===== src/rtl/pipe_stream_sink.sv =====
// pipe_stream_sink: consumer end of a valid/ready pipe. Generates backpressure
// (always-ready, LFSR-random or on/off duty), checks the data is an incrementing
// sequence, monitors upstream hold rules and reports a pass/done result.
module pipe_stream_sink #(
  parameter int unsigned DWIDTH    = 8,
  parameter logic [15:0] LFSR_SEED = 16'hACE1
) (
  input  logic              clk,
  input  logic              rst,
  input  logic [DWIDTH-1:0] i_data,
  input  logic              i_valid,
  output logic              i_ready,
  input  logic              start,
  input  logic [1:0]        cfg_mode,
  input  logic [15:0]       cfg_len,
  input  logic [DWIDTH-1:0] cfg_first,
  input  logic [3:0]        cfg_on,
  input  logic [3:0]        cfg_off,
  output logic              busy,
  output logic              done,
  output logic              pass,
  output logic [15:0]       beat_cnt,
  output logic [15:0]       err_cnt,
  output logic              proto_err,
  output logic [DWIDTH-1:0] first_err_got,
  output logic [DWIDTH-1:0] first_err_exp
);

  typedef enum logic [1:0] {StIdle, StRun, StDone} state_e;

  localparam logic [15:0] LfsrMask = 16'hB400;

  state_e            state_q, state_d;
  logic [1:0]        mode_q, mode_d;
  logic [15:0]       len_q, len_d;
  logic [3:0]        on_q, on_d;
  logic [3:0]        off_q, off_d;
  logic [DWIDTH-1:0] exp_q, exp_d;
  logic [15:0]       lfsr_q, lfsr_d;
  logic [3:0]        phase_cnt_q, phase_cnt_d;
  logic              ready_q, ready_d;
  logic [15:0]       beat_cnt_q, beat_cnt_d;
  logic [15:0]       err_cnt_q, err_cnt_d;
  logic              proto_err_q, proto_err_d;
  logic [DWIDTH-1:0] got_q, got_d;
  logic [DWIDTH-1:0] fexp_q, fexp_d;
  logic              stall_q, stall_d;
  logic [DWIDTH-1:0] held_q, held_d;

  logic              accept;
  logic [15:0]       lfsr_next;
  logic [3:0]        on_eff;

  // i_ready is a flop, so the handshake never depends combinationally on i_valid.
  assign accept    = (state_q == StRun) && i_valid && ready_q;
  assign lfsr_next = {1'b0, lfsr_q[15:1]} ^ (lfsr_q[0] ? LfsrMask : 16'h0000);
  assign on_eff    = (on_q == 4'd0) ? 4'd1 : on_q;

  // Next-state: run control, backpressure generator, data checker, hold-rule monitor.
  always_comb begin
    state_d     = state_q;
    mode_d      = mode_q;
    len_d       = len_q;
    on_d        = on_q;
    off_d       = off_q;
    exp_d       = exp_q;
    lfsr_d      = lfsr_q;
    phase_cnt_d = phase_cnt_q;
    ready_d     = 1'b0;
    beat_cnt_d  = beat_cnt_q;
    err_cnt_d   = err_cnt_q;
    proto_err_d = proto_err_q;
    got_d       = got_q;
    fexp_d      = fexp_q;
    stall_d     = 1'b0;
    held_d      = held_q;

    case (state_q)
      StRun: begin
        // A beat stalled at the previous edge must still be offered, unchanged.
        if (stall_q && (!i_valid || (i_data != held_q))) begin
          proto_err_d = 1'b1;
        end
        stall_d = i_valid && !ready_q;
        held_d  = i_data;

        // ready_q doubles as the duty phase flag; phase_cnt_q counts cycles spent in it.
        lfsr_d = lfsr_next;
        case (mode_q)
          2'd1: ready_d = lfsr_next[0];
          2'd2: begin
            if (off_q == 4'd0) begin
              ready_d = 1'b1;
            end else if (ready_q) begin
              if (phase_cnt_q >= on_eff) begin
                ready_d     = 1'b0;
                phase_cnt_d = 4'd1;
              end else begin
                ready_d     = 1'b1;
                phase_cnt_d = phase_cnt_q + 4'd1;
              end
            end else begin
              if (phase_cnt_q >= off_q) begin
                ready_d     = 1'b1;
                phase_cnt_d = 4'd1;
              end else begin
                ready_d     = 1'b0;
                phase_cnt_d = phase_cnt_q + 4'd1;
              end
            end
          end
          default: ready_d = 1'b1;
        endcase

        if (accept) begin
          beat_cnt_d = beat_cnt_q + 16'd1;
          // Expected value advances regardless of match, so one bad beat costs one error.
          exp_d = exp_q + 1'b1;
          if (i_data != exp_q) begin
            if (err_cnt_q == 16'd0) begin
              got_d  = i_data;
              fexp_d = exp_q;
            end
            if (err_cnt_q != 16'hFFFF) begin
              err_cnt_d = err_cnt_q + 16'd1;
            end
          end
          if (beat_cnt_d == len_q) begin
            state_d = StDone;
            ready_d = 1'b0;
          end
        end
      end
      default: begin
        if (start) begin
          mode_d      = cfg_mode;
          len_d       = cfg_len;
          on_d        = cfg_on;
          off_d       = cfg_off;
          exp_d       = cfg_first;
          lfsr_d      = LFSR_SEED;
          phase_cnt_d = 4'd1;
          beat_cnt_d  = 16'd0;
          err_cnt_d   = 16'd0;
          proto_err_d = 1'b0;
          got_d       = '0;
          fexp_d      = '0;
          if (cfg_len == 16'd0) begin
            state_d = StDone;
          end else begin
            state_d = StRun;
            // In LFSR mode i_ready always mirrors bit 0 of the LFSR register.
            ready_d = (cfg_mode == 2'd1) ? LFSR_SEED[0] : 1'b1;
          end
        end
      end
    endcase
  end

  // State registers with synchronous active-high reset.
  always_ff @(posedge clk) begin
    if (rst) begin
      state_q     <= StIdle;
      mode_q      <= 2'd0;
      len_q       <= 16'd0;
      on_q        <= 4'd0;
      off_q       <= 4'd0;
      exp_q       <= '0;
      lfsr_q      <= LFSR_SEED;
      phase_cnt_q <= 4'd0;
      ready_q     <= 1'b0;
      beat_cnt_q  <= 16'd0;
      err_cnt_q   <= 16'd0;
      proto_err_q <= 1'b0;
      got_q       <= '0;
      fexp_q      <= '0;
      stall_q     <= 1'b0;
      held_q      <= '0;
    end else begin
      state_q     <= state_d;
      mode_q      <= mode_d;
      len_q       <= len_d;
      on_q        <= on_d;
      off_q       <= off_d;
      exp_q       <= exp_d;
      lfsr_q      <= lfsr_d;
      phase_cnt_q <= phase_cnt_d;
      ready_q     <= ready_d;
      beat_cnt_q  <= beat_cnt_d;
      err_cnt_q   <= err_cnt_d;
      proto_err_q <= proto_err_d;
      got_q       <= got_d;
      fexp_q      <= fexp_d;
      stall_q     <= stall_d;
      held_q      <= held_d;
    end
  end

  assign i_ready       = ready_q;
  assign busy          = (state_q == StRun);
  assign done          = (state_q == StDone);
  assign pass          = done && (err_cnt_q == 16'd0) && !proto_err_q;
  assign beat_cnt      = beat_cnt_q;
  assign err_cnt       = err_cnt_q;
  assign proto_err     = proto_err_q;
  assign first_err_got = got_q;
  assign first_err_exp = fexp_q;

endmodule

===== config.mk =====
export PLATFORM = sky130hd
export DESIGN_NAME = pipe_stream_sink
export DESIGN_NICKNAME = d
export VERILOG_FILES = /design/src/rtl/pipe_stream_sink.sv
export SDC_FILE = /design/constraint.sdc
export NUM_CORES = 1
export LEC_CHECK = 0
export ABC_AREA = 1
export BUFFER_PORTS_ARGS = -buffer_cell sky130_fd_sc_hd__buf_2
export CAP_MARGIN = 20
export CORE_MARGIN = 2
export CORE_UTILIZATION = 51
export DETAILED_ROUTE_END_ITERATION = 6
export PLACE_DENSITY = 0.79
export SLEW_MARGIN = 30
export SYNTH_ARGS = -nofsm -noshare
export SYNTH_HDL_FRONTEND = slang
export SYNTH_SLANG_ARGS = --single-unit

===== constraint.sdc =====
create_clock -name clk -period 1.82 [get_ports clk]
set_input_delay 0.091 -clock clk [delete_from_list [all_inputs] [get_ports clk]]
set_output_delay 0.091 -clock clk [all_outputs]
set_load 0.03 [all_outputs]

After elaboration in Yosys (flattened, before gate mapping)
Cells that the tools add are included.
{"block": "totals", "regBits": 115, "in_bits": 46}
{"block": "op_classes", "addsub": 4, "magnitude_cmp": 2, "eq_ne": 16, "n_mux": 48, "n_bitwise": 2, "reduce_logical": 23}
{"cell": "two-way mux 16 bit", "n": 10}
{"cell": "two-way mux 8 bit", "n": 12}
{"cell": "adder 16 x 1 -> 16 bit, second input constant", "n": 2}
{"cell": "logical NOT 16 bit", "n": 2}
{"cell": "two-way mux 4 bit", "n": 8}
{"cell": "equality test 16 bit", "n": 1}
{"cell": "!= test 16 bit, second input constant", "n": 1}
{"cell": "!= test 8 bit", "n": 2}
{"cell": "bitwise XOR 15 x 16 -> 16 bit", "n": 1}
{"cell": "!= test 2 x 1 -> 1 bit, second input constant", "n": 7}
{"cell": "two-way mux 1 bit", "n": 12}
{"cell": "two-way mux 2 bit", "n": 5}
{"cell": "adder 8 x 1 -> 8 bit, second input constant", "n": 1}
{"cell": "greater-or-equal comparator 4 bit", "n": 2}
{"cell": "logical NOT 4 bit", "n": 2}
{"cell": "AND reduction 4 bit", "n": 2}
{"cell": "logical AND 1 bit", "n": 6}
{"cell": "AND reduction 2 bit", "n": 3}
{"cell": "AND reduction 3 bit", "n": 2}
{"cell": "adder 4 x 1 -> 4 bit, second input constant", "n": 1}
{"cell": "equality test 2 x 1 -> 1 bit, second input constant", "n": 2}
{"cell": "equality test 2 bit, second input constant", "n": 2}
{"cell": "logical NOT 1 bit", "n": 3}
{"cell": "!= test 2 bit, second input constant", "n": 1}
{"cell": "other kinds (5)", "n": 5}

Longest topological paths before layout
Gate-level depths: netlist of the first run.
{"block": "logic_depth", "depth_word": 10, "mapped_depth": 16, "ltp_nobuf": 16}

Worst setup path before layout of the first run
No wires, ideal clock.
{"block": "synth_path", "path_type": "register to register", "from": "reg beat_cnt_q[0] (netlist: beat_cnt[0])", "to": "reg state_q[0]", "t_arrival_ns": 1.900, "slack_ns": -0.212, "stages_incl_launch_ff": 17, "synth_period_minus_slack_ns": 2.032, "cell_sequence": "dfxtp_1 -> ha_1 -> nand2_1 -> nor2_4 -> nand3_1 -> nand2_1 -> nand2_1 -> nand2_1 -> nand2_1 -> nor2_1 -> nand2_1 -> nor2_1 -> nand2_1 -> nand2_1 -> nand2_1 -> nand2_1 -> a21oi_1"}
{"block": "synth_between", "elab_chain_len": 4}
{"element": "start, declared", "line": "42", "source": "logic [15:0] beat_cnt_q, beat_cnt_d;"}
{"element": "start signal, assigned", "line": "189", "source": "beat_cnt_q <= beat_cnt_d;"}
{"element": "adder 16 x 1 -> 16 bit", "line": "116", "source": "beat_cnt_d = beat_cnt_q + 16'd1;"}
{"element": "equality test 16 bit", "line": "128", "source": "if (beat_cnt_d == len_q) begin"}
{"element": "!= test 2 x 1 -> 1 bit (no line)"}
{"element": "AND reduction 3 bit (no line)"}
{"element": "end signal, assigned", "line": "163", "source": "state_q <= StIdle;"}
{"element": "end signal, assigned", "line": "180", "source": "state_q <= state_d;"}
{"element": "end, declared", "line": "33", "source": "state_e state_q, state_d;"}
No other way between the ends.
A chain may end at the register's enable or synchronous reset.

Final worst setup path of the first run
{"block": "layout_path", "from": "reg beat_cnt_q[1] (netlist: beat_cnt[1])", "to": "reg state_q[0]"}
Same word-level chain as after synthesis.

==> flow_results.xml, run 1 <==
<?xml version="1.0" encoding="UTF-8"?>
<metrics>
  <group name="global_route">
    <metric name="global_route_overflow" unit="">0</metric>
    <metric name="gr-usage-all-layers" unit="">0.2796</metric>
    <metric name="grtUsageMet1" unit="">0.3641</metric>
    <metric name="first_global_vias" unit="">6016</metric>
    <metric name="groute.layer.met2.usage" unit="">0.4349</metric>
    <metric name="antenna_violations_before_repair" unit="">1</metric>
    <metric name="grt_first_pass_wirelength" unit="um">28530</metric>
    <metric name="grt_start_max_net_pins" unit="">55</metric>
    <metric name="global_route.peak_usage_layer" unit="">met2</metric>
    <metric name="globalRouteMet3Util" unit="">0.06263</metric>
  </group>
  <group name="worst_setup_path">
    <metric name="setup.worst_path.end_class" unit="">register</metric>
    <metric name="crit_slowest_cell" unit="">sky130_fd_sc_hd__dfxtp_4</metric>
    <metric name="largest_stage_delay_worst_path" unit="ns">0.37</metric>
    <metric name="crit_fanout" unit="">5</metric>
    <metric name="cell_chain_critical_path" unit="">ha_4 -&gt; nand2_4 -&gt; nor2_4 -&gt; nand2_2 -&gt; nand2_2 -&gt; nand2_1 -&gt; nand2_1 -&gt; o21ai_0 -&gt; inv_1 -&gt; nand3_1 -&gt; nor2_1 -&gt; nand2_1 -&gt; nand2_1 -&gt; nand2_1 -&gt; nand2_1 -&gt; a21oi_1</metric>
    <metric name="start_kind" unit="">register</metric>
    <metric name="crit_path_most_repeated_cell" unit="">sky130_fd_sc_hd__nand2_1</metric>
    <metric name="cp.required" unit="ns">2.12</metric>
    <metric name="setup.worst_path.class" unit="">register to register</metric>
    <metric name="critical_path_arrival" unit="ns">2.19</metric>
  </group>
  <group name="synthesis">
    <metric name="synth_top_cell_area_share" unit="">0.3858</metric>
    <metric name="synth_unique_cells" unit="">50</metric>
    <metric name="post_synth.cell_area_avg" unit="um^2">7.003</metric>
    <metric name="synth-warning-count" unit="">0</metric>
    <metric name="synth_largest_area_cell" unit="">sky130_fd_sc_hd__dfxtp_1</metric>
    <metric name="area_share_of_and_or_nand_nor_cells_after_synthesis" unit="">0.3001</metric>
    <metric name="yosysSeqAreaShare" unit="">0.3858</metric>
    <metric name="synth_compound_area_frac" unit="">0.1623</metric>
    <metric name="synth_top_family_by_area" unit="">simple AND/OR/NAND/NOR gates</metric>
    <metric name="synth_nets" unit="">913</metric>
    <metric name="synth_xor_xnor_area_share" unit="">0.04047</metric>
    <metric name="synth_area_in_adders" unit="">0.03145</metric>
    <metric name="post_synth_mux_area_share" unit="">0</metric>
    <metric name="synth_area_leaders" unit="">sky130_fd_sc_hd__dfxtp_1, sky130_fd_sc_hd__nand2_1, sky130_fd_sc_hd__a21oi_1</metric>
    <metric name="synthesis.area" unit="um^2">5967</metric>
    <metric name="syn-instance-count" unit="">852</metric>
    <metric name="synth-seq-cells" unit="">115</metric>
  </group>
  <group name="floorplanning">
    <metric name="initial_utilization" unit="">0.5226</metric>
    <metric name="placeableCoreArea" unit="um^2">11420</metric>
    <metric name="top_level_ports" unit="">99</metric>
    <metric name="area_of_the_die" unit="um^2">12580</metric>
    <metric name="chipHeight" unit="um">112.2</metric>
    <metric name="die_w" unit="um">112.2</metric>
    <metric name="rows" unit="">39</metric>
  </group>
  <group name="clock_tree">
    <metric name="worst_case_clock_buffer_depth" unit="">2</metric>
    <metric name="htree_levels" unit="">4</metric>
    <metric name="tritoncts" unit="">done</metric>
    <metric name="clock_latency_on_the_worst_skew_pair" unit="ns">0.42</metric>
    <metric name="path_clk_slew" unit="ns">0.06</metric>
    <metric name="cts-root-buf" unit="">sky130_fd_sc_hd__clkbuf_16</metric>
    <metric name="clkSinkCount" unit="">115</metric>
    <metric name="cts_buffers" unit="">17</metric>
  </group>
  <group name="timing">
    <metric name="post-route-worst-setup-slack" unit="ns">-0.07430</metric>
    <metric name="slew_headroom" unit="">0.6193</metric>
    <metric name="clock-skew-final" unit="ns">0.004789</metric>
    <metric name="final.period_utilization" unit="">1.041</metric>
    <metric name="fmaxAchievable" unit="GHz">0.5279</metric>
    <metric name="tightestPinTransition" unit="ns">0.5690</metric>
    <metric name="maxSlewViolCount" unit="">0</metric>
    <metric name="hold_violations" unit="">0</metric>
    <metric name="holdWs" unit="ns">0.007711</metric>
    <metric name="setup_violation_total_in_the_final_timing_report" unit="">17</metric>
    <metric name="final.min_clock_period" unit="ns">1.894</metric>
    <metric name="rsz0062_at_grt" unit="">true</metric>
  </group>
  <group name="outcome">
    <metric name="failed_checks" unit="">negative setup slack</metric>
    <metric name="status" unit="">complete, but fails checks</metric>
  </group>
  <group name="final_layout">
    <metric name="area_delta_synth_final" unit="%">36.00</metric>
    <metric name="final_layout_size_suffix_gt1_frac" unit="">0.2587</metric>
    <metric name="layout.nets" unit="">1088</metric>
    <metric name="n_fill_cell" unit="">868</metric>
    <metric name="fin_util" unit="">0.7107</metric>
  </group>
  <group name="placement">
    <metric name="place_congestion" unit="">0.8859</metric>
    <metric name="place_hpwl" unit="um">11340</metric>
    <metric name="worst_slack_at_placement" unit="ns">-0.05508</metric>
    <metric name="io_buffers" unit="">98</metric>
  </group>
  <group name="power_and_ir_drop">
    <metric name="internal-power" unit="mW">5.078</metric>
    <metric name="power_switching_share" unit="">0.2689</metric>
    <metric name="pwr-share-comb" unit="">0.138</metric>
    <metric name="pwr-share-seq" unit="">0.393</metric>
    <metric name="peak_vdd_ir" unit="uV">681.6</metric>
    <metric name="power-per-cell-area" unit="nW/um^2">856.0</metric>
    <metric name="totalPowerFinal" unit="mW">6.946</metric>
    <metric name="total_switching_power" unit="mW">1.868</metric>
    <metric name="share_clk_of_total_power" unit="">0.469</metric>
    <metric name="power.static_leakage" unit="nW">3.403</metric>
  </group>
  <group name="routing">
    <metric name="num_vias" unit="">6600</metric>
    <metric name="finalWirelength" unit="um">18210</metric>
    <metric name="drtAntennaViolNets" unit="">0</metric>
    <metric name="drc_violation_count_after_routing" unit="">0</metric>
    <metric name="post_detailed_route_via_to_cell_ratio" unit="">5.574</metric>
    <metric name="detail_route.first_pass.iterations" unit="">6</metric>
    <metric name="dr.first_iter.drc_count" unit="">570</metric>
    <metric name="wire_per_inst" unit="um">15.38</metric>
  </group>
  <group name="flow_run">
    <metric name="timing.max_cap.violations" unit="">0</metric>
  </group>
  <group name="hold_path">
    <metric name="hold_path_class" unit="">primary input to register</metric>
  </group>
</metrics>
-- Yosys cell counts (all sizes together) --
library cell,n
a2111oi,2
a211oi,1
a21boi,1
a21oi,95
a221oi,2
a22oi,1
a31o,1
a31oi,3
a41o,1
a41oi,1
and2,1
and3,2
buf,9
clkbuf,27
clkinv,1
dfxtp,115
ha,15
inv,82
nand2,199
nand3,63
nand3b,4
nand4,22
nor2,89
nor3,8
nor4,11
o2111ai,1
o211ai,4
o21a,2
o21ai,50
o21bai,1
o22ai,10
o31ai,1
or2,1
xnor2,7
xnor3,1
xor2,18
-- metrics by stage --
stage               std cells  setup TNS (ns)  cell area (um^2)
global route             1184          -2.256              8115
detailed placement       1109        -0.05741              6912
CTS                      1172         -0.2008              7881
floorplan                 852        -0.05343              5989
global placement         1109               0              6912
finish                   1184         -0.4021              8115
-- cells by family after synthesis --
| logic type | Yosys count |
|---|---|
| AOI/OAI and AO/OA | 177 |
| xor gates and xnor gates | 26 |
| adders and majority gates | 15 |
| buffers and inverters | 119 |
| DFF | 115 |
| and+or+nand+nor | 400 |
-- cell usage in the layout (no fill, tap or decap), types with 8 or more instances in the layout --
master	Yosys	layout
sky130_fd_sc_hd__a21oi_1	94	92
sky130_fd_sc_hd__buf_2	4	97
sky130_fd_sc_hd__nor2_1	82	79
sky130_fd_sc_hd__o21ai_0	49	48
sky130_fd_sc_hd__clkbuf_16	0	18
sky130_fd_sc_hd__o22ai_1	10	10
sky130_fd_sc_hd__dlygate4sd3_1	0	28
sky130_fd_sc_hd__xor2_1	18	18
sky130_fd_sc_hd__nand2_2	3	8
sky130_fd_sc_hd__inv_1	77	72
sky130_fd_sc_hd__nand3_1	62	57
sky130_fd_sc_hd__nand4_1	22	22
sky130_fd_sc_hd__ha_1	15	13
sky130_fd_sc_hd__buf_4	0	56
sky130_fd_sc_hd__inv_2	4	8
sky130_fd_sc_hd__nor2_4	3	8
sky130_fd_sc_hd__dfxtp_2	0	16
sky130_fd_sc_hd__dfxtp_1	115	96
sky130_fd_sc_hd__nand2_1	193	186
-- worst max-delay path, delay by kind of cell, from the launching register on --
kind	cells	cell delay [ns]
AOI/OAI and AO/OA	2	0.14
adders and majority gates	1	0.18
buffers and inverters	1	0.09
DFF	1	0.37
and+or+nand+nor	12	0.97
-- flip-flops by register name, indices dropped and copies added, names as in the netlist, 8 cells and up --
name,cells
exp_q,8
lfsr_q,16
beat_cnt,16
err_cnt,16
first_err_exp,8
first_err_got,8
held_q,8
len_q,16
-- final timing paths --
kind	start	end	slack (ns)	cells past startpoint
max	beat_cnt[1]	state_q[0]	-0.07	16
min	cfg_len[12]	len_q[12]	0.008	3
max reg2reg	beat_cnt[1]	state_q[0]	-0.07	16
min reg2reg	first_err_got[1]	first_err_got[1]	0.46	2
-- layer usage --
metal  vias to the layer above  wire length (um)  part of all wire
met5                         -                 0                 0
met1                      3017              7788              0.43
met4                         0               618             0.034
li1                       3206                 -                 -
met3                        60              1337             0.073
met2                       317              8468              0.46
-- timing repair --
| item | in CTS | in global routing |
|---|---|---|
| gates cloned | 1 | 3 |
| gates resized for setup | 31 | 35 |
| hold endpoints to repair | 28 | 0 |
| buffers inserted | 4 | 8 |
| pin swaps | 15 | 21 |
| hold buffers | 28 | 0 |
| endpoints found under the setup margin | 3 | 37 |
-- cell type report --
class	instances	area, um^2	share of cell area
multi-input cells	621	3398	0.4187
flip-flops and latches	115	2333	0.2875
repair buffers	189	1311	0.1616
clock buffers	23	467.9	0.05766
inverters	83	317.8	0.03916
well taps	143	178.9	0.02205
clock inverters	9	105.1	0.01295
diodes	1	2.502	0.0003084
-- power by group through the flow --
stage,clock [mW],combinational (mW),sequential (mW)
after global placement,0,0.806,2.77
after detailed placement,0,0.819,2.78
final,3.26,0.960,2.73
after global routing,3.40,1.05,2.74
after CTS,3.26,0.896,2.72
after floorplan,0,0.547,2.79
Power figures use the tool's default switching activity.
==> run 2, diff against run 1 <==
--- a/config.mk
+++ b/config.mk
@@ -6,5 +6,4 @@
 export NUM_CORES = 1
 export LEC_CHECK = 0
-export ABC_AREA = 1
 export BUFFER_PORTS_ARGS = -buffer_cell sky130_fd_sc_hd__buf_2
 export CAP_MARGIN = 20
@@ -12,5 +11,5 @@
 export CORE_UTILIZATION = 51
 export DETAILED_ROUTE_END_ITERATION = 6
-export PLACE_DENSITY = 0.79
+export PLACE_DENSITY = 0.8
 export SLEW_MARGIN = 30
 export SYNTH_ARGS = -nofsm -noshare
==> constraint.sdc (replaced) <==
create_clock -name clk -period 1.82 [get_ports clk]
set_input_delay 0.273 -clock clk [delete_from_list [all_inputs] [get_ports clk]]
set_output_delay 0.273 -clock clk [all_outputs]
set_load 0.03 [all_outputs]
==> run 2 against run 1 <==
Net effect:
- the flow finishes with violations (design-rule violations, negative setup slack)
- via count about the same
- critical path type unchanged
- sequential power about the same
- final cell count decreased by 7.3%
- die area decreased by 4.1%
- hold slack improved by 0.011 ns
- global-route usage increased by 4.2 points
==> flow_results.xml, run 2 <==
<?xml version="1.0" encoding="UTF-8"?>
<metrics>
  <group name="outcome">
    <metric name="status" unit="">complete, but fails checks</metric>
    <metric name="failed_checks" unit="">design-rule violations, negative setup slack</metric>
  </group>
  <group name="placement">
    <metric name="place_congestion" unit="">0.9691</metric>
    <metric name="place_hpwl" unit="um">11660</metric>
    <metric name="placedCellCount" unit="">1024</metric>
    <metric name="io_buffers" unit="">98</metric>
  </group>
  <group name="timing">
    <metric name="post-route-worst-setup-slack" unit="ns">-0.4718</metric>
    <metric name="final.min_clock_period" unit="ns">2.292</metric>
    <metric name="hold_violations" unit="">0</metric>
    <metric name="holdWs" unit="ns">0.01825</metric>
    <metric name="clock-skew-final" unit="ns">0.01307</metric>
    <metric name="rsz0062_at_grt" unit="">true</metric>
    <metric name="slew_headroom" unit="">0.4340</metric>
    <metric name="maxSlewViolCount" unit="">0</metric>
    <metric name="tightestPinTransition" unit="ns">0.8490</metric>
    <metric name="setup_violation_total_in_the_final_timing_report" unit="">41</metric>
    <metric name="fmaxAchievable" unit="GHz">0.4363</metric>
    <metric name="final.period_utilization" unit="">1.259</metric>
    <metric name="finalSetupTns" unit="ns">-12.66</metric>
  </group>
  <group name="worst_setup_path">
    <metric name="worst-r2r-setup-slack" unit="ns">-0.47</metric>
    <metric name="setup.worst_path.end_class" unit="">register</metric>
    <metric name="crit_family" unit="">simple AND/OR/NAND/NOR gates</metric>
    <metric name="cell_chain_critical_path" unit="">xnor2_2 -&gt; nand4_1 -&gt; o41ai_4 -&gt; buf_4 -&gt; buf_6 -&gt; nor3_4 -&gt; xnor2_1 -&gt; nor2_1</metric>
    <metric name="timing.rr.end" unit="">err_cnt[7]</metric>
    <metric name="critPathBufInv" unit="">2</metric>
    <metric name="largest_stage_delay_worst_path" unit="ns">0.52</metric>
    <metric name="reg2reg_depth" unit="">8</metric>
    <metric name="number_of_stages_on_the_worst_setup_path" unit="">8</metric>
    <metric name="crit_slowest_cell" unit="">sky130_fd_sc_hd__o41ai_4</metric>
    <metric name="start_kind" unit="">register</metric>
    <metric name="cp.required" unit="ns">2.24</metric>
    <metric name="regToRegStartpoint" unit="">exp_q[2]</metric>
    <metric name="setup.worst_path.class" unit="">register to register</metric>
    <metric name="crit_fanout" unit="">5</metric>
    <metric name="critical_path_arrival" unit="ns">2.71</metric>
  </group>
  <group name="routing">
    <metric name="detail_route.first_pass.iterations" unit="">7</metric>
    <metric name="drtAntennaViolNets" unit="">0</metric>
    <metric name="dr.first_iter.drc_count" unit="">661</metric>
    <metric name="post_detailed_route_via_to_cell_ratio" unit="">6.008</metric>
    <metric name="wire_per_inst" unit="um">18.80</metric>
    <metric name="drc_violation_count_after_routing" unit="">30</metric>
    <metric name="num_vias" unit="">6597</metric>
    <metric name="finalWirelength" unit="um">20650</metric>
  </group>
  <group name="final_layout">
    <metric name="multi_input_comb_area" unit="um^2">3687</metric>
    <metric name="n_fill_cell" unit="">599</metric>
    <metric name="area_delta_synth_final" unit="%">53.17</metric>
    <metric name="most_common_cell_after_layout_fill_and_taps_aside" unit="">sky130_fd_sc_hd__buf_4</metric>
    <metric name="layout.nets" unit="">1007</metric>
    <metric name="fin_util" unit="">0.8041</metric>
    <metric name="final_layout_size_suffix_gt1_frac" unit="">0.3914</metric>
    <metric name="antenna_cells" unit="">0</metric>
    <metric name="layout_common_cells" unit="">sky130_fd_sc_hd__buf_4, sky130_fd_sc_hd__nand2_1, sky130_fd_sc_hd__buf_2, sky130_fd_sc_hd__dfxtp_1, sky130_fd_sc_hd__a21oi_1</metric>
    <metric name="instances_no_fill" unit="">1098</metric>
    <metric name="seqCellArea" unit="um^2">2369</metric>
  </group>
  <group name="hold_path">
    <metric name="min_path_cells" unit="">3</metric>
    <metric name="hold_path_class" unit="">primary input to register</metric>
    <metric name="hold_path_startpoint" unit="">cfg_mode[1]</metric>
    <metric name="hold_path_end" unit="">mode_q[1]</metric>
  </group>
  <group name="floorplanning">
    <metric name="chipHeight" unit="um">109.9</metric>
    <metric name="placeableCoreArea" unit="um^2">10890</metric>
    <metric name="top_level_ports" unit="">99</metric>
    <metric name="initial_utilization" unit="">0.5249</metric>
    <metric name="rows" unit="">38</metric>
    <metric name="die_w" unit="um">109.9</metric>
    <metric name="area_of_the_die" unit="um^2">12070</metric>
  </group>
  <group name="clock_tree">
    <metric name="htree_levels" unit="">4</metric>
    <metric name="worst_case_clock_buffer_depth" unit="">2</metric>
    <metric name="clock_latency_on_the_worst_skew_pair" unit="ns">0.54</metric>
    <metric name="cts-root-buf" unit="">sky130_fd_sc_hd__clkbuf_8</metric>
    <metric name="clkSinkCount" unit="">115</metric>
    <metric name="tritoncts" unit="">done</metric>
    <metric name="cts_buffers" unit="">17</metric>
    <metric name="path_clk_slew" unit="ns">0.06</metric>
  </group>
  <group name="synthesis">
    <metric name="asyncSetResetFlopFracSynth" unit="">0</metric>
    <metric name="synth-edff-count" unit="">0</metric>
    <metric name="synthesis.area" unit="um^2">5715</metric>
    <metric name="post-synth-top-count-cell" unit="">sky130_fd_sc_hd__dfxtp_1</metric>
    <metric name="post_synth.cell_area_avg" unit="um^2">7.949</metric>
    <metric name="synth-warning-count" unit="">0</metric>
    <metric name="yosysSeqAreaShare" unit="">0.4028</metric>
    <metric name="synth_flop_cell" unit="">sky130_fd_sc_hd__dfxtp_1</metric>
    <metric name="synth_unique_cells" unit="">58</metric>
    <metric name="synth-seq-cells" unit="">115</metric>
    <metric name="syn-instance-count" unit="">719</metric>
    <metric name="synth_top_cell_area_share" unit="">0.4028</metric>
    <metric name="synth_area_leaders" unit="">sky130_fd_sc_hd__dfxtp_1, sky130_fd_sc_hd__nand2_1, sky130_fd_sc_hd__a21oi_1</metric>
    <metric name="ys_top_cells_by_count" unit="">sky130_fd_sc_hd__dfxtp_1, sky130_fd_sc_hd__nand2_1, sky130_fd_sc_hd__a21oi_1, sky130_fd_sc_hd__nor2_1, sky130_fd_sc_hd__xnor2_1</metric>
    <metric name="synth_largest_area_cell" unit="">sky130_fd_sc_hd__dfxtp_1</metric>
    <metric name="synth_nets" unit="">780</metric>
  </group>
  <group name="power_and_ir_drop">
    <metric name="peak_vdd_ir" unit="uV">639.4</metric>
    <metric name="power.static_leakage" unit="nW">3.755</metric>
    <metric name="totalPowerFinal" unit="mW">6.978</metric>
    <metric name="power-per-cell-area" unit="nW/um^2">797.0</metric>
  </group>
  <group name="global_route">
    <metric name="global_route_overflow" unit="">0</metric>
    <metric name="grt_start_max_net_pins" unit="">75</metric>
    <metric name="gr-usage-all-layers" unit="">0.3213</metric>
    <metric name="first_global_vias" unit="">6436</metric>
    <metric name="antenna_violations_before_repair" unit="">0</metric>
    <metric name="grt_first_pass_wirelength" unit="um">30190</metric>
  </group>
  <group name="flow_run">
    <metric name="timing.max_cap.violations" unit="">0</metric>
  </group>
</metrics>
-- run 2: cell types whose count changed after synthesis, moves of 12 or more --
cell,previous run,this run
sky130_fd_sc_hd__nand2_1,193,111
sky130_fd_sc_hd__inv_1,77,20
sky130_fd_sc_hd__nand3_1,62,18
sky130_fd_sc_hd__xnor2_1,7,35
sky130_fd_sc_hd__nor3_1,7,30
sky130_fd_sc_hd__o21ai_0,49,28
sky130_fd_sc_hd__a21oi_1,94,74
sky130_fd_sc_hd__a22o_1,0,15
sky130_fd_sc_hd__nor2_1,82,70
-- run 2: layer usage --
layer	wire length (um)	part of all wire	GRT usage
met5	0	0	0
met4	1151	0.056	0.1736
met3	1591	0.077	0.08773
met2	10140	0.49	0.5662
met1	7766	0.38	0.3472
-- run 2: where the power goes --
part           internal, mW  switching (mW)
logic                 0.505           0.623
clock network          2.01            1.13
registers              2.61          0.0895
-- run 2: timing repair --
action                                  4_1_cts  5_1_grt
endpoints found under the setup margin       42       46
hold buffers                                 25        0
hold endpoints to repair                     25        0
cloned                                        1        1
setup buffers                                11        8
gates resized for setup                      72       68
pin swaps                                    23       34
-- run 2: cells by family after synthesis --
kind of cell             after synthesis  synth area share
buffers and inverters                 68           0.04816
adder cells (fa/ha/maj)               15           0.03284
flip-flops                           115            0.4028
AND/OR/NAND/NOR                      302            0.2520
AO/OA/AOI/OAI                        165            0.1815
XOR/XNOR                              54           0.08275
-- run 2: worst max path at each step --
stage / start / to / slack [ns]
floorplan: beat_cnt[0] / i_ready / -0.29
global placement: i_data[7] / first_err_got[0] / -0.29
detailed placement: i_data[7] / first_err_exp[2] / -0.37
CTS: err_cnt[1] / pass / -0.40
global route: err_cnt[1] / pass / -0.50
finish: exp_q[2] / err_cnt[7] / -0.47
-- run 2: layout make-up --
| type | instances | area share |
|---|---|---|
| inverter | 21 | 0.009861 |
| timing repair buffer | 255 | 0.2148 |
| tap | 140 | 0.02001 |
| clock buffer | 27 | 0.05845 |
| multi-input combinational | 536 | 0.4212 |
| sequential | 115 | 0.2705 |
| clock inverter | 4 | 0.005145 |
-- run 2: worst register-to-register path: cells and delay by family (launching register included) --
family                    cells  cell delay [ns]
AOI/OAI and AO/OA             1             0.53
xor gates and xnor gates      2             0.28
DFF                           1             0.36
buffers and inverters         2             0.38
and+or+nand+nor               3             0.63
-- run 2: through the flow --
step                      cell area (um^2)  setup WS, ns
after global placement                7128       -0.2906
final                                 8755       -0.4718
after detailed placement              7128       -0.3742
after floorplan                       5804       -0.2852
after CTS                             8404       -0.3952
after global routing                  8755       -0.5035
==> run 3, diff against run 2 <==
- CELL_PAD_IN_SITES_DETAIL_PLACEMENT: not set -> 0
- CELL_PAD_IN_SITES_GLOBAL_PLACEMENT: not set -> 1
- CORE_UTILIZATION: 51 -> 37
- PLACE_DENSITY: 0.8 -> 0.79
==> run 3 against run 2 <==
Net effect:
- the flow finishes with violations (negative setup slack)
- largest cell class unchanged
- sequential share of layout area rose by 0.93 points
- critical path type unchanged
- core utilization shrank 25 points
- non-clock buffer count decreased by 27
- setup slack improved by 0.11 ns
- clock-buffer cell count fell by 10
- sequential cell count did not move
- die area up 36%
- combinational power is 11% lower
- first-iteration DRC count fell by 54%
- via count shrank 9.5%
- largest power group unchanged
- register-to-register slack gained 0.11 ns
- cell area decreased by 3.9%
==> flow_results.xml, run 3 (same netlist as run 2, synthesis figures left out) <==
<?xml version="1.0" encoding="UTF-8"?>
<metrics>
  <group name="routing">
    <metric name="finalWirelength" unit="um">17280</metric>
    <metric name="detail_route.first_pass.iterations" unit="">6</metric>
    <metric name="post_detailed_route_via_to_cell_ratio" unit="">5.331</metric>
    <metric name="drc_violation_count_after_routing" unit="">0</metric>
    <metric name="drtAntennaViolNets" unit="">0</metric>
    <metric name="dr.first_iter.drc_count" unit="">305</metric>
    <metric name="num_vias" unit="">5971</metric>
    <metric name="wire_per_inst" unit="um">15.43</metric>
  </group>
  <group name="timing">
    <metric name="setup_violation_total_in_the_final_timing_report" unit="">5</metric>
    <metric name="fmaxAchievable" unit="GHz">0.4582</metric>
    <metric name="clock-skew-final" unit="ns">0.006383</metric>
    <metric name="final.min_clock_period" unit="ns">2.183</metric>
    <metric name="rsz0062_at_grt" unit="">true</metric>
    <metric name="maxSlewViolCount" unit="">0</metric>
    <metric name="hold_violations" unit="">0</metric>
    <metric name="final.period_utilization" unit="">1.199</metric>
    <metric name="post-route-worst-setup-slack" unit="ns">-0.3625</metric>
    <metric name="slew_headroom" unit="">0.4707</metric>
    <metric name="tightestPinTransition" unit="ns">0.7940</metric>
  </group>
  <group name="clock_tree">
    <metric name="worst_case_clock_buffer_depth" unit="">2</metric>
    <metric name="cts_buffers" unit="">17</metric>
    <metric name="clock_latency_on_the_worst_skew_pair" unit="ns">0.42</metric>
    <metric name="clkSinkCount" unit="">115</metric>
    <metric name="htree_levels" unit="">4</metric>
    <metric name="tritoncts" unit="">done</metric>
    <metric name="postCtsHoldBufs" unit="">0</metric>
    <metric name="path_clk_slew" unit="ns">0.06</metric>
    <metric name="cts-root-buf" unit="">sky130_fd_sc_hd__clkbuf_16</metric>
  </group>
  <group name="worst_setup_path">
    <metric name="setup.worst_path.end_class" unit="">register</metric>
    <metric name="crit_family" unit="">compound AO/OA/AOI/OAI gates</metric>
    <metric name="crit_slowest_cell" unit="">sky130_fd_sc_hd__o41ai_1</metric>
    <metric name="critPathBufInv" unit="">2</metric>
    <metric name="crit_fanout" unit="">4</metric>
    <metric name="regToRegStartpoint" unit="">beat_cnt[6]</metric>
    <metric name="crit_start" unit="">beat_cnt[6]</metric>
    <metric name="largest_stage_delay_worst_path" unit="ns">0.45</metric>
    <metric name="worst_setup_path_endpoint" unit="">i_ready</metric>
    <metric name="critical_path_arrival" unit="ns">2.45</metric>
    <metric name="number_of_stages_on_the_worst_setup_path" unit="">8</metric>
    <metric name="crit_path_most_repeated_cell" unit="">sky130_fd_sc_hd__buf_4</metric>
    <metric name="timing.rr.end" unit="">i_ready</metric>
    <metric name="cell_chain_critical_path" unit="">buf_4 -&gt; and4_1 -&gt; nand2_1 -&gt; o41ai_1 -&gt; o32ai_2 -&gt; nor4_2 -&gt; buf_4 -&gt; o32ai_1</metric>
    <metric name="setup.worst_path.class" unit="">register to register</metric>
    <metric name="cp.required" unit="ns">2.09</metric>
    <metric name="reg2reg_depth" unit="">8</metric>
    <metric name="start_kind" unit="">register</metric>
    <metric name="worst-r2r-setup-slack" unit="ns">-0.36</metric>
  </group>
  <group name="final_layout">
    <metric name="layout.nets" unit="">980</metric>
    <metric name="area_delta_synth_final" unit="%">47.22</metric>
    <metric name="fin_util" unit="">0.5556</metric>
    <metric name="layout_common_cells" unit="">sky130_fd_sc_hd__buf_4, sky130_fd_sc_hd__nand2_1, sky130_fd_sc_hd__buf_2, sky130_fd_sc_hd__dfxtp_1, sky130_fd_sc_hd__a21oi_1</metric>
    <metric name="most_common_cell_after_layout_fill_and_taps_aside" unit="">sky130_fd_sc_hd__buf_4</metric>
    <metric name="final_layout_size_suffix_gt1_frac" unit="">0.3884</metric>
    <metric name="antenna_cells" unit="">0</metric>
  </group>
  <group name="floorplanning">
    <metric name="area_of_the_die" unit="um^2">16460</metric>
    <metric name="chipHeight" unit="um">128.3</metric>
    <metric name="top_level_ports" unit="">99</metric>
    <metric name="rows" unit="">45</metric>
    <metric name="die_w" unit="um">128.3</metric>
    <metric name="initial_utilization" unit="">0.3774</metric>
    <metric name="placeableCoreArea" unit="um^2">15150</metric>
  </group>
  <group name="placement">
    <metric name="io_buffers" unit="">98</metric>
    <metric name="worst_slack_at_placement" unit="ns">-0.3383</metric>
    <metric name="place_congestion" unit="">0.9490</metric>
    <metric name="place_hpwl" unit="um">11900</metric>
  </group>
  <group name="global_route">
    <metric name="gr-usage-all-layers" unit="">0.2094</metric>
    <metric name="grt_start_max_net_pins" unit="">75</metric>
    <metric name="first_global_vias" unit="">5612</metric>
    <metric name="global_route_overflow" unit="">0</metric>
    <metric name="antenna_violations_before_repair" unit="">0</metric>
    <metric name="grt_first_pass_wirelength" unit="um">27390</metric>
  </group>
  <group name="power_and_ir_drop">
    <metric name="power-per-cell-area" unit="nW/um^2">821.7</metric>
    <metric name="peak_vdd_ir" unit="uV">712.4</metric>
    <metric name="power.static_leakage" unit="nW">3.565</metric>
  </group>
  <group name="flow_run">
    <metric name="timing.max_cap.violations" unit="">0</metric>
  </group>
  <group name="outcome">
    <metric name="status" unit="">complete, but fails checks</metric>
    <metric name="failed_checks" unit="">negative setup slack</metric>
  </group>
  <group name="hold_path">
    <metric name="hold_path_class" unit="">primary input to register</metric>
  </group>
</metrics>
-- run 3: cell count changes in the layout (fill, tap and decap cells not counted), sizes merged --
cell         change
clkinvlp         +4
dlygate4sd3     -25
bufbuf           -1
inv              +8
clkbuf          -11
clkinv           -1
-- run 3: worst reg2reg max path: cells and delay by family (launching register included) --
family,cells,cell delay [ns]
AOI/OAI and AO/OA,3,0.72
and+or+nand+nor,3,0.66
DFF,1,0.37
buffers and inverters,2,0.31
-- run 3: final cells by class --
cell class | instances | area [um^2]
fillers | 1316 | 6731
inverters | 21 | 81.33
multi-input cells | 536 | 3598
clock buffers | 17 | 425.4
clock inverters | 15 | 146.4
well taps | 188 | 235.2
repair buffers | 228 | 1573
flip-flops and latches | 115 | 2355
-- run 3: per-layer routing --
metal | up-vias | part of all wire | global-route usage
met5 | - | 0 | 0
met4 | 0 | 0.015 | 0.07304
met3 | 25 | 0.063 | 0.05175
met2 | 204 | 0.49 | 0.3526
met1 | 2804 | 0.43 | 0.2607
li1 | 2938 | - | -
-- run 3: worst min path at each step --
stage / from / endpoint / slack (ns) / cells after the start
6_report: cfg_on[2] / on_q[2] / 0.09 / 3
5_1_grt: cfg_off[1] / off_q[1] / 0.08 / 3
4_1_cts: cfg_on[3] / on_q[3] / 0.08 / 3
3_5_place_dp: on_q[1] / on_q[1] / 0.45 / 2
3_3_place_gp: on_q[3] / on_q[3] / 0.44 / 2
2_1_floorplan: i_data[0] / first_err_got[0] / 0.40 / 1
-- run 3: power by group --
group | switching, mW | internal, mW | total (mW)
Clock | 1.31 | 1.91 | 3.22
Combinational | 0.559 | 0.448 | 1.01
Sequential | 0.0752 | 2.61 | 2.69
-- run 3: stage by stage --
| stage | hold slack [ns] | cells | area (um^2) | total power, mW | setup TNS (ns) |
|---|---|---|---|---|---|
| 3_5_place_dp | 0.4510 | 1068 | 7146 | 3.558 | -5.024 |
| 4_1_cts | 0.07792 | 1112 | 8079 | 6.870 | -1.128 |
| 3_3_place_gp | 0.4443 | 1068 | 7146 | 3.529 | -4.033 |
| 2_1_floorplan | 0.3985 | 719 | 5804 | 3.220 | -1.131 |
| 6_report | 0.08801 | 1120 | 8414 | 6.914 | -1.349 |
| 5_1_grt | 0.08315 | 1120 | 8414 | 7.199 | -2.187 |
-- run 3: timing repair --
action / in CTS / in global routing
cloned: 0 / 2
setup endpoints to repair: 47 / 44
gates resized for setup: 51 / 66
pin swaps: 22 / 40
setup buffers: 12 / 8
hold endpoints to repair: 0 / 0
